### src/rtl/vga_timing_pkg.sv
`default_nettype none
// ============================================================================
// Module      : vga_timing_pkg
// Description : VGA mode constant sets, control-bundle type and total helper.
// Revision    : 1.0 - initial release
// ============================================================================
package vga_timing_pkg;

    typedef struct packed {
        int h_visible;
        int h_front;
        int h_sync;
        int h_back;
        int v_visible;
        int v_front;
        int v_sync;
        int v_back;
        bit hs_pol;
        bit vs_pol;
        int clk_div;
    } vga_mode_t;

    // Sync levels are carried already polarity-encoded.
    typedef struct packed {
        logic hs;
        logic vs;
        logic de;
    } vga_ctrl_t;

    function automatic int vga_total(input int visible, input int front,
                                     input int sync, input int back);
        return visible + front + sync + back;
    endfunction

    localparam vga_mode_t MODE_640x480_60 = '{
        h_visible: 640, h_front: 16, h_sync: 96,  h_back: 48,
        v_visible: 480, v_front: 10, v_sync: 2,   v_back: 33,
        hs_pol: 1'b0, vs_pol: 1'b0, clk_div: 2
    };

    localparam vga_mode_t MODE_800x600_72 = '{
        h_visible: 800, h_front: 56, h_sync: 120, h_back: 64,
        v_visible: 600, v_front: 37, v_sync: 6,   v_back: 23,
        hs_pol: 1'b1, vs_pol: 1'b1, clk_div: 1
    };

endpackage
`default_nettype wire

### src/rtl/vga_delay_line.sv
`default_nettype none
// ============================================================================
// Module      : vga_delay_line
// Description : 3-bit shift register with clock-enable and reset-load value;
//               wire-through when DEPTH is 0.
// Revision    : 1.0 - initial release
// ============================================================================
module vga_delay_line #(
    parameter int DEPTH = 0
) (
    input  logic       clk_50,
    input  logic       rst,
    input  logic       ce,
    input  logic [2:0] rst_val,
    input  logic [2:0] din,
    output logic [2:0] dout
);

    if (DEPTH == 0) begin : g_pass
        logic w_unused;
        assign w_unused = ^{clk_50, rst, ce, rst_val};
        assign dout     = din;
    end else begin : g_shift
        logic [2:0] r_stage [DEPTH];

        always_ff @(posedge clk_50) begin
            if (rst) begin
                for (int i = 0; i < DEPTH; i++) begin
                    r_stage[i] <= rst_val;
                end
            end else if (ce) begin
                r_stage[0] <= din;
                for (int i = 1; i < DEPTH; i++) begin
                    r_stage[i] <= r_stage[i-1];
                end
            end
        end

        assign dout = r_stage[DEPTH-1];
    end

endmodule
`default_nettype wire

### src/rtl/vga_timing_gen.sv
`default_nettype none
// ============================================================================
// Module      : vga_timing_gen
// Description : Parametrised VGA raster timing generator on a single clock
//               with pixel clock-enable, line/frame strobes and sync/DE delay.
// Revision    : 1.0 - initial release
// ============================================================================
module vga_timing_gen
    import vga_timing_pkg::*;
#(
    parameter int H_VISIBLE = MODE_640x480_60.h_visible,
    parameter int H_FRONT   = MODE_640x480_60.h_front,
    parameter int H_SYNC    = MODE_640x480_60.h_sync,
    parameter int H_BACK    = MODE_640x480_60.h_back,
    parameter int V_VISIBLE = MODE_640x480_60.v_visible,
    parameter int V_FRONT   = MODE_640x480_60.v_front,
    parameter int V_SYNC    = MODE_640x480_60.v_sync,
    parameter int V_BACK    = MODE_640x480_60.v_back,
    parameter bit HS_POL    = MODE_640x480_60.hs_pol,
    parameter bit VS_POL    = MODE_640x480_60.vs_pol,
    parameter int CLK_DIV   = MODE_640x480_60.clk_div,
    parameter int DELAY     = 0,
    parameter int CW        = 11
) (
    input  logic          clk_50,
    input  logic          rst,
    output logic          pix_ce,
    output logic [CW-1:0] pixel_x,
    output logic [CW-1:0] pixel_y,
    output logic          vga_hs,
    output logic          vga_vs,
    output logic          de,
    output logic          line_start,
    output logic          frame_start
);

    localparam int c_h_total = vga_total(H_VISIBLE, H_FRONT, H_SYNC, H_BACK);
    localparam int c_v_total = vga_total(V_VISIBLE, V_FRONT, V_SYNC, V_BACK);

    localparam logic [CW-1:0] c_h_last     = CW'(c_h_total - 1);
    localparam logic [CW-1:0] c_v_last     = CW'(c_v_total - 1);
    localparam logic [CW-1:0] c_h_vis      = CW'(H_VISIBLE);
    localparam logic [CW-1:0] c_v_vis      = CW'(V_VISIBLE);
    localparam logic [CW-1:0] c_hs_start   = CW'(H_VISIBLE + H_FRONT);
    localparam logic [CW-1:0] c_hs_end     = CW'(H_VISIBLE + H_FRONT + H_SYNC);
    localparam logic [CW-1:0] c_vs_start   = CW'(V_VISIBLE + V_FRONT);
    localparam logic [CW-1:0] c_vs_end     = CW'(V_VISIBLE + V_FRONT + V_SYNC);
    localparam logic [3:0]    c_div_last   = 4'(CLK_DIV - 1);
    localparam vga_ctrl_t     c_ctrl_idle  = '{hs: ~HS_POL, vs: ~VS_POL, de: 1'b0};

    if ((2**CW) < c_h_total || (2**CW) < c_v_total) begin : g_chk_cw
        $error("vga_timing_gen: CW too narrow for H_TOTAL/V_TOTAL");
    end
    if (DELAY < 0 || DELAY > 7) begin : g_chk_delay
        $error("vga_timing_gen: DELAY must be 0..7");
    end
    if (CLK_DIV < 1 || CLK_DIV > 16) begin : g_chk_div
        $error("vga_timing_gen: CLK_DIV must be 1..16");
    end
    if (H_FRONT < 1 || H_SYNC < 1 || H_BACK < 1 ||
        V_FRONT < 1 || V_SYNC < 1 || V_BACK < 1) begin : g_chk_porch
        $error("vga_timing_gen: porch and sync widths must be at least 1");
    end

    logic [3:0]    r_div;
    logic [3:0]    w_div_next;
    logic          r_pix_ce;
    logic [CW-1:0] r_h;
    logic [CW-1:0] r_v;
    logic          w_h_wrap;
    logic          w_v_wrap;
    logic          r_line_start;
    logic          r_frame_start;
    vga_ctrl_t     w_ctrl;
    vga_ctrl_t     r_ctrl;
    vga_ctrl_t     w_ctrl_out;

    // pix_ce is registered from the next divider value so it is high
    // exactly while the divider holds CLK_DIV-1.
    always_comb begin
        w_div_next = (r_div == c_div_last) ? 4'd0 : r_div + 4'd1;
    end

    always_ff @(posedge clk_50) begin
        if (rst) begin
            r_div    <= 4'd0;
            r_pix_ce <= 1'b0;
        end else begin
            r_div    <= w_div_next;
            r_pix_ce <= (w_div_next == c_div_last);
        end
    end

    assign w_h_wrap = (r_h == c_h_last);
    assign w_v_wrap = (r_v == c_v_last);

    always_ff @(posedge clk_50) begin
        if (rst) begin
            r_h <= '0;
            r_v <= '0;
        end else if (r_pix_ce) begin
            if (w_h_wrap) begin
                r_h <= '0;
                r_v <= w_v_wrap ? '0 : r_v + 1'b1;
            end else begin
                r_h <= r_h + 1'b1;
            end
        end
    end

    always_comb begin
        w_ctrl    = c_ctrl_idle;
        w_ctrl.de = (r_h < c_h_vis) && (r_v < c_v_vis);
        if (r_h >= c_hs_start && r_h < c_hs_end) begin
            w_ctrl.hs = HS_POL;
        end
        if (r_v >= c_vs_start && r_v < c_vs_end) begin
            w_ctrl.vs = VS_POL;
        end
    end

    // Strobes last one clk_50 cycle: any non-wrap edge clears them.
    always_ff @(posedge clk_50) begin
        if (rst) begin
            r_ctrl        <= c_ctrl_idle;
            r_line_start  <= 1'b0;
            r_frame_start <= 1'b0;
        end else begin
            r_line_start  <= r_pix_ce && w_h_wrap;
            r_frame_start <= r_pix_ce && w_h_wrap && w_v_wrap;
            if (r_pix_ce) begin
                r_ctrl <= w_ctrl;
            end
        end
    end

    vga_delay_line #(
        .DEPTH (DELAY)
    ) u_delay (
        .clk_50  (clk_50),
        .rst     (rst),
        .ce      (r_pix_ce),
        .rst_val (c_ctrl_idle),
        .din     (r_ctrl),
        .dout    (w_ctrl_out)
    );

    assign pix_ce      = r_pix_ce;
    assign pixel_x     = r_h;
    assign pixel_y     = r_v;
    assign vga_hs      = w_ctrl_out.hs;
    assign vga_vs      = w_ctrl_out.vs;
    assign de          = w_ctrl_out.de;
    assign line_start  = r_line_start;
    assign frame_start = r_frame_start;

endmodule
`default_nettype wire

### config.mk
export PLATFORM = sky130hd
export DESIGN_NAME = vga_timing_gen
export DESIGN_NICKNAME = d
export VERILOG_FILES = /design/src/rtl/vga_timing_pkg.sv /design/src/rtl/vga_delay_line.sv /design/src/rtl/vga_timing_gen.sv
export SDC_FILE = /design/constraint.sdc
export NUM_CORES = 1
export LEC_CHECK = 0
export CAP_MARGIN = 20
export CORE_MARGIN = 5
export CORE_UTILIZATION = 40
export CTS_BUF_LIST = sky130_fd_sc_hd__clkbuf_8
export CTS_CLUSTER_SIZE = 12
export DETAILED_ROUTE_END_ITERATION = 7
export PLACE_DENSITY = 0.67
export SLEW_MARGIN = 0
export SYNTH_ARGS = -nofsm -noshare
export SYNTH_HDL_FRONTEND = slang
export SYNTH_SLANG_ARGS = --single-unit
### constraint.sdc
create_clock -name clk_50 -period 1.7 [get_ports clk_50]
set_input_delay 0.34 -clock clk_50 [delete_from_list [all_inputs] [get_ports clk_50]]
set_output_delay 0.34 -clock clk_50 [all_outputs]
set_load 0.01 [all_outputs]
==> summary.md <==
| Metric | Value |
|---|---|
| Status | finished clean |
| Post-synth top cells | dfxtp_1 (32), nor2_1 (21), xor2_1 (11) |
| Post-synthesis sequential area ratio | 42.1% |
| Initial Util | 41.5% |
| Cells after Synth | 173 |
| Via Count | 1418 |
| Setup Buffers After CTS | 0 |
| Post-layout min period | 1.66 ns |
| First DRT Iteration DRCs | 119 |
| PD cells | 682 mW/mm^2 |
| Largest net degree at the start of global routing | 15 |
| Worst-path clk slew | 0.07 ns |
| Max-cap viol count | 0 |
| First-pass GRT wire length | 6330 microns |
| Top delay family on crit path | buffers and inverters |
| Top area cells in the synthesized netlist | dfxtp_1 (42%), xor2_1 (6.3%), nor2_1 (5.2%) |
| Worst vdd ir | 0.485 mV |
| Crit. Startpoint | pixel_y[9] |
| Buffers added on ports | 29 |
| Ys flop type | dfxtp_1 |
| EDFF count, synth | 0 |
| Crit path max-delay cell type | clkdlybuf4s50_1 |
| Final Hold Viols | 0 |
| Leakage | 0.839 nW |
| Reg2reg setup slack | 0.07 ns |
| Worst setup endpoint | pixel_y[9] |
| Yosys reg bits | 32 |
| Nets@finish | 224 |
| FFs w/ async S/R, synth | 0% |
| Reg2Reg Depth | 5 |
| H-tree level count | 2 |
| Top-area cell type share of the netlist area | 42.1% |
| Worst path bufs/invs | 1 |
| Unique masters post-synth | 39 |
| Core Area | 0.00366 sq mm |
| Ordered list of cells on the worst path | clkdlybuf4s50_1 |
| Layout Utilization | 57.1% |
| Die Span Y | 71.7 microns |
| GRT Overall Usage | 15.3% |
| Wl on met1 | 1750 microns |
| Skew final | 0.00289 ns |
| Syn Area/Cell | 8.79 sq um |
| Final ANT Viol Nets | 0 |
| Area growth syn-to-layout | 37.4% |
| DRC Markers | 0 |
| CP Launch Type | flip-flop |
| CTS Buf Count | 5 |
| Worst Setup Path Type | flip-flop to output pin |
| Detailed Place HPWL | 2910 microns |
| Highest Signal Layer | met4 |
| RR Endpoint | pixel_y[6] |
| Post-DR vias/cell | 5.29 |
| Pre-antenna DRT Iters | 5 |
| Placer Congestion | 0.810 |
| Top Ports | 30 |
| Maximum clock rate | 0.602 GHz |
| Critical path arrival | 1.32 ns |
| Most common cell in the netlist | dfxtp_1 |
| Final setup violating endpoints | 0 |
| TritonCTS clock tree | yes |
| Max-slew violations | 0 |
| Post-Syn Nets | 178 |
| WL final | 3900 microns |
| Worst-path fanout max | 7 |
| RSZ-0062 raised after global routing | yes |
| Largest area contributor in the netlist | dfxtp_1 |
| FF-to-FF Start | pixel_x[5] |
| Vias in the first global route | 1363 |
| CP Depth | 1 |
| Slowest stage delay, CP | 0.59 ns |
| Routed WL per cell | 14.5 microns |
| Diode count | 0 |
| Wire length on met3 | 144 microns |
| Final period utilization | 97.7% |
| Hold crit path type | flip-flop to flip-flop |
| Slew @ Worst Pin | 0.363 ns |
| DR WL met2 | 1940 microns |
| Clock Tree Buf Depth | 2 |
| Share of cells above drive strength 1 | 18.6% |
| Row count | 22 |
| Initial antenna violation count | 0 |
| CTS Sinks | 32 |
| Congestion Overflow GR | 0 |
| Die ar. | 0.00513 sq mm |
| Cell Area, Synth | 0.00152 sq mm |
| Synth warn | 0 |
| Required @ worst endpoint | 1.36 ns |
| Slew headroom | 75.5% |
| Die W | 71.7 microns |
| Clock root cell | clkbuf_8 |
| Placed Area | 0.00195 sq mm |
| Fin area | 0.00209 sq mm |
| Crit. End Element | output pin |
| Clock latency on the worst-skew pair | 0.29 ns |
area by class of cell:
class                           instances  area [sq um]
Fill cell                             342          1570
Multi-Input combinational cell        130           846
Sequential cell                        32           647
Timing Repair Buffer                   47           438
Clock buffer                            5          68.8
Tap cell                               48          60.1
Clock inverter                          3          18.8
Inverter                                3          11.3
cells by family (layout without fill, tap and decap cells):
family | after synthesis | in the layout | share of synthesized area [%]
flip-flops | 32 | 32 | 42.1
XOR/XNOR | 13 | 13 | 7.49
adder cells (fa/ha/maj) | 3 | 3 | 2.47
AO/OA/AOI/OAI | 23 | 24 | 8.56
multiplexers | 2 | 2 | 1.32
AND/OR/NAND/NOR | 88 | 88 | 33.9
buffers and inverters | 12 | 58 | 4.11
layer usage:
layer / vias up / global-route usage, %
met4: 0 / 6.26
met5: - / 0
met1: 686 / 18.5
li1: 702 / -
met2: 23 / 25.6
met3: 7 / 4.21
state kept, by name, indices dropped and copies added (netlist names):
| signal | cells |
|---|---|
| pixel_x | 11 |
| pixel_y | 11 |
| r_div | 4 |
| r_ctrl | 3 |
| frame_start | 1 |
| line_start | 1 |
| pix_ce | 1 |
how the worst min path moves through the flow:
stage,from,depth (start not counted),slack (ns),to
after floorplan,rst,1,0.41,r_div[0]
after global placement,r_ctrl[0],2,0.46,r_ctrl[0]
after detailed placement,r_ctrl[0],2,0.47,r_ctrl[0]
after CTS,r_ctrl[0],2,0.49,r_ctrl[0]
after global routing,r_ctrl[0],2,0.51,r_ctrl[0]
final,r_ctrl[0],2,0.48,r_ctrl[0]
metrics by stage:
stage	setup slack (ns)	hold WS, ns	instances	setup TNS (ns)	total power, mW
after CTS	0.00518	0.487	267	0	1.44
after floorplan	0.0340	0.414	173	0	0.819
final	0.0393	0.481	268	0	1.43
after global routing	-0.0396	0.512	268	-0.125	1.47
after global placement	0.129	0.459	259	0	0.856
after detailed placement	0.0690	0.472	259	0	0.860
where the power goes:
part           total [mW]  switching [mW]  internal (mW)  leakage (nW)
registers           0.766         0.00701          0.759         0.262
clock network       0.578           0.293          0.285        0.0479
logic              0.0808          0.0380         0.0428         0.530
total                1.43           0.338           1.09         0.839
layout by cell type, fill, tap and decap left out, types with 3 or more instances in the layout:
master and instances:
nor2_1 21, clkdlybuf4s50_1 24, and3_1 6, a21oi_1 9
dfxtp_2 5, dfxtp_1 27, nand3_1 9, nand4_1 8
buf_4 17, clkbuf_8 5, inv_1 3, and2_1 5
nor3_1 4, o21ai_0 9, dlymetal6s2s_1 4, xor2_1 11
nand2_1 10, or3_1 7
timing repair:
item | 4_1_cts | 5_1_grt
hold buffers | 0 | 0
pin swaps | 0 | 2
gates cloned | 0 | 1
hold endpoints to repair | 0 | 0
setup endpoints to repair | 4 | 26
resized for setup | 4 | 11
(Power assumes the default switching activity.)
==> variant, RTL diff (same settings) <==
Put a register stage on the outputs `vga_hs` and `vga_vs`, with the module's reset. The values now appear one clock later. The other outputs are not delayed to match.
--- a/src/rtl/vga_timing_gen.sv
+++ b/src/rtl/vga_timing_gen.sv
@@ -148,8 +148,15 @@
     assign pix_ce      = r_pix_ce;
     assign pixel_x     = r_h;
     assign pixel_y     = r_v;
-    assign vga_hs      = w_ctrl_out.hs;
-    assign vga_vs      = w_ctrl_out.vs;
+    always_ff @(posedge clk_50) begin
+        if (rst) begin
+            vga_hs <= '0;
+            vga_vs <= '0;
+        end else begin
+            vga_hs <= w_ctrl_out.hs;
+            vga_vs <= w_ctrl_out.vs;
+        end
+    end
     assign de          = w_ctrl_out.de;
     assign line_start  = r_line_start;
     assign frame_start = r_frame_start;
Behaviour: not the same (a bounded check fails within 4 cycles, from zero or initial values and one cycle with rst high).
==> variant against the unedited design <==
Critical path type unchanged. Sequential cell count is 2 higher. Synthesized cell count grew 1.7%. Area after synthesis rose by 2.3%. Clock power up 32%. Die area rose by 2.0%. Wire length up 0.69%. Hold slack worse by 0.015 ns. Critical path depth unchanged. Cell area rose by 8.1%. Setup slack improved by 0.013 ns. Total power up 17%. Highest routed layer unchanged.
==> variant: results (changes against the unedited design) <==
[status]
status=completed

[logic_synthesis]
ys_seq_area_share_pct=43.8  ; +1.6 points
ys.flop_type=dfxtp_1
synth_nets=181  ; +1.7%
synthTopCellsByCount=dfxtp_1, nor2_1, a21oi_1, nand3_1, nand2_1
ys_warn_count=0  ; unchanged
synth_area_leaders=dfxtp_1, nor2_1, a21oi_1
yosysUniqueCellTypes=34  ; -13%

[clocking]
root_buffer=clkbuf_8
htreeDepth=2  ; unchanged

[route]
first_pass_iters=4  ; -1
first_iter_violations=94  ; -21%
wl_mm=3.93  ; +0.69%
vias=1469  ; +3.6%

[worst_hold_path]
holdCritStartpoint=r_ctrl[1]
hp-class=reg2reg

[placed_design]
gp_congestion=0.871  ; +7.5%
postPlaceCellArea_um2=2050  ; +4.7%
hpwl_mm=2.74  ; -5.7%

[global_route]
grt_usage_pct=15.7  ; +0.37 points
grt_pass1_vias=1449  ; +6.3%
grt_pass1_wl_mm=6.51  ; +2.9%
grt_max_degree=26  ; +11

[finish]
drive_gt1_share_pct=22.2  ; +3.5 points
num-fill-cells=315  ; -7.9%
fin_area_um2=2260  ; +8.1%
final_nets=234  ; +4.5%

[worst_setup_path]
critPathLaunch=pixel_y[4]
reg2reg_from=pixel_x[0]

[sta]
tightestPinTransition_ns=0.337  ; -0.0268 ns
fin_skew_ns=0.00801  ; +0.00512 ns

[power_and_ir_drop]
p_leak_nw=0.946  ; +13%
vdd_drop_max_mv=0.598  ; +23%

variant: cells by family (layout without fill, tap and decap cells):
| group | after synthesis | in the layout | synth area share, % |
|---|---|---|---|
| buffers and inverters | 14 | 68 | 3.86 |
| adder cells (fa/ha/maj) | 3 | 3 | 2.41 |
| AO/OA/AOI/OAI | 28 | 28 | 10.5 |
| flip-flops | 34 | 34 | 43.8 |
| multiplexers | 1 | 1 | 0.644 |
| XOR/XNOR | 12 | 12 | 6.76 |
| AND/OR/NAND/NOR | 84 | 84 | 32.1 |
variant: metal layers:
metal  global-route usage, %  wire length (um)
met5                       0                 0
met4                    5.43                56
met3                    5.54               193
met2                    25.0              1850
met1                    19.7              1830
variant: where the power goes:
part	switching, W	internal (W)
Clock	0.000290	0.000472
Combinational	0.0000383	0.0000425
Sequential	0.0000109	0.000809
Total	0.000340	0.00132
variant: through the flow:
step	hold slack [ns]	std cells	worst slack, ns	power, W
2_1_floorplan	0.432	176	0.00552	0.000873
3_3_place_gp	0.449	266	0.0508	0.000911
3_5_place_dp	0.460	266	0.00126	0.000914
4_1_cts	0.467	274	0.00259	0.00168
5_1_grt	0.498	278	-0.0218	0.00174
6_report	0.467	278	0.0519	0.00166
variant: worst paths after layout:
| kind | depth (start not counted) | end |
|---|---|---|
| max reg2reg | 5 | pixel_y[8] |
| max | 1 | pixel_y[4] |
| min reg2reg | 1 | vga_vs |
| min | 1 | vga_vs |
variant: layout make-up:
class                           count  area share (%)
Multi-Input combinational cell    128            37.9
Tap cell                           48            2.66
Clock inverter                      2            1.50
Clock buffer                        6            3.65
Inverter                            6           0.997
Sequential cell                    34            30.7
Timing Repair Buffer               54            22.6
variant: timing repair:
item	CTS	global route
gates resized for setup	5	19
gates cloned	0	0
setup endpoints to repair	8	18
buffers inserted	0	4
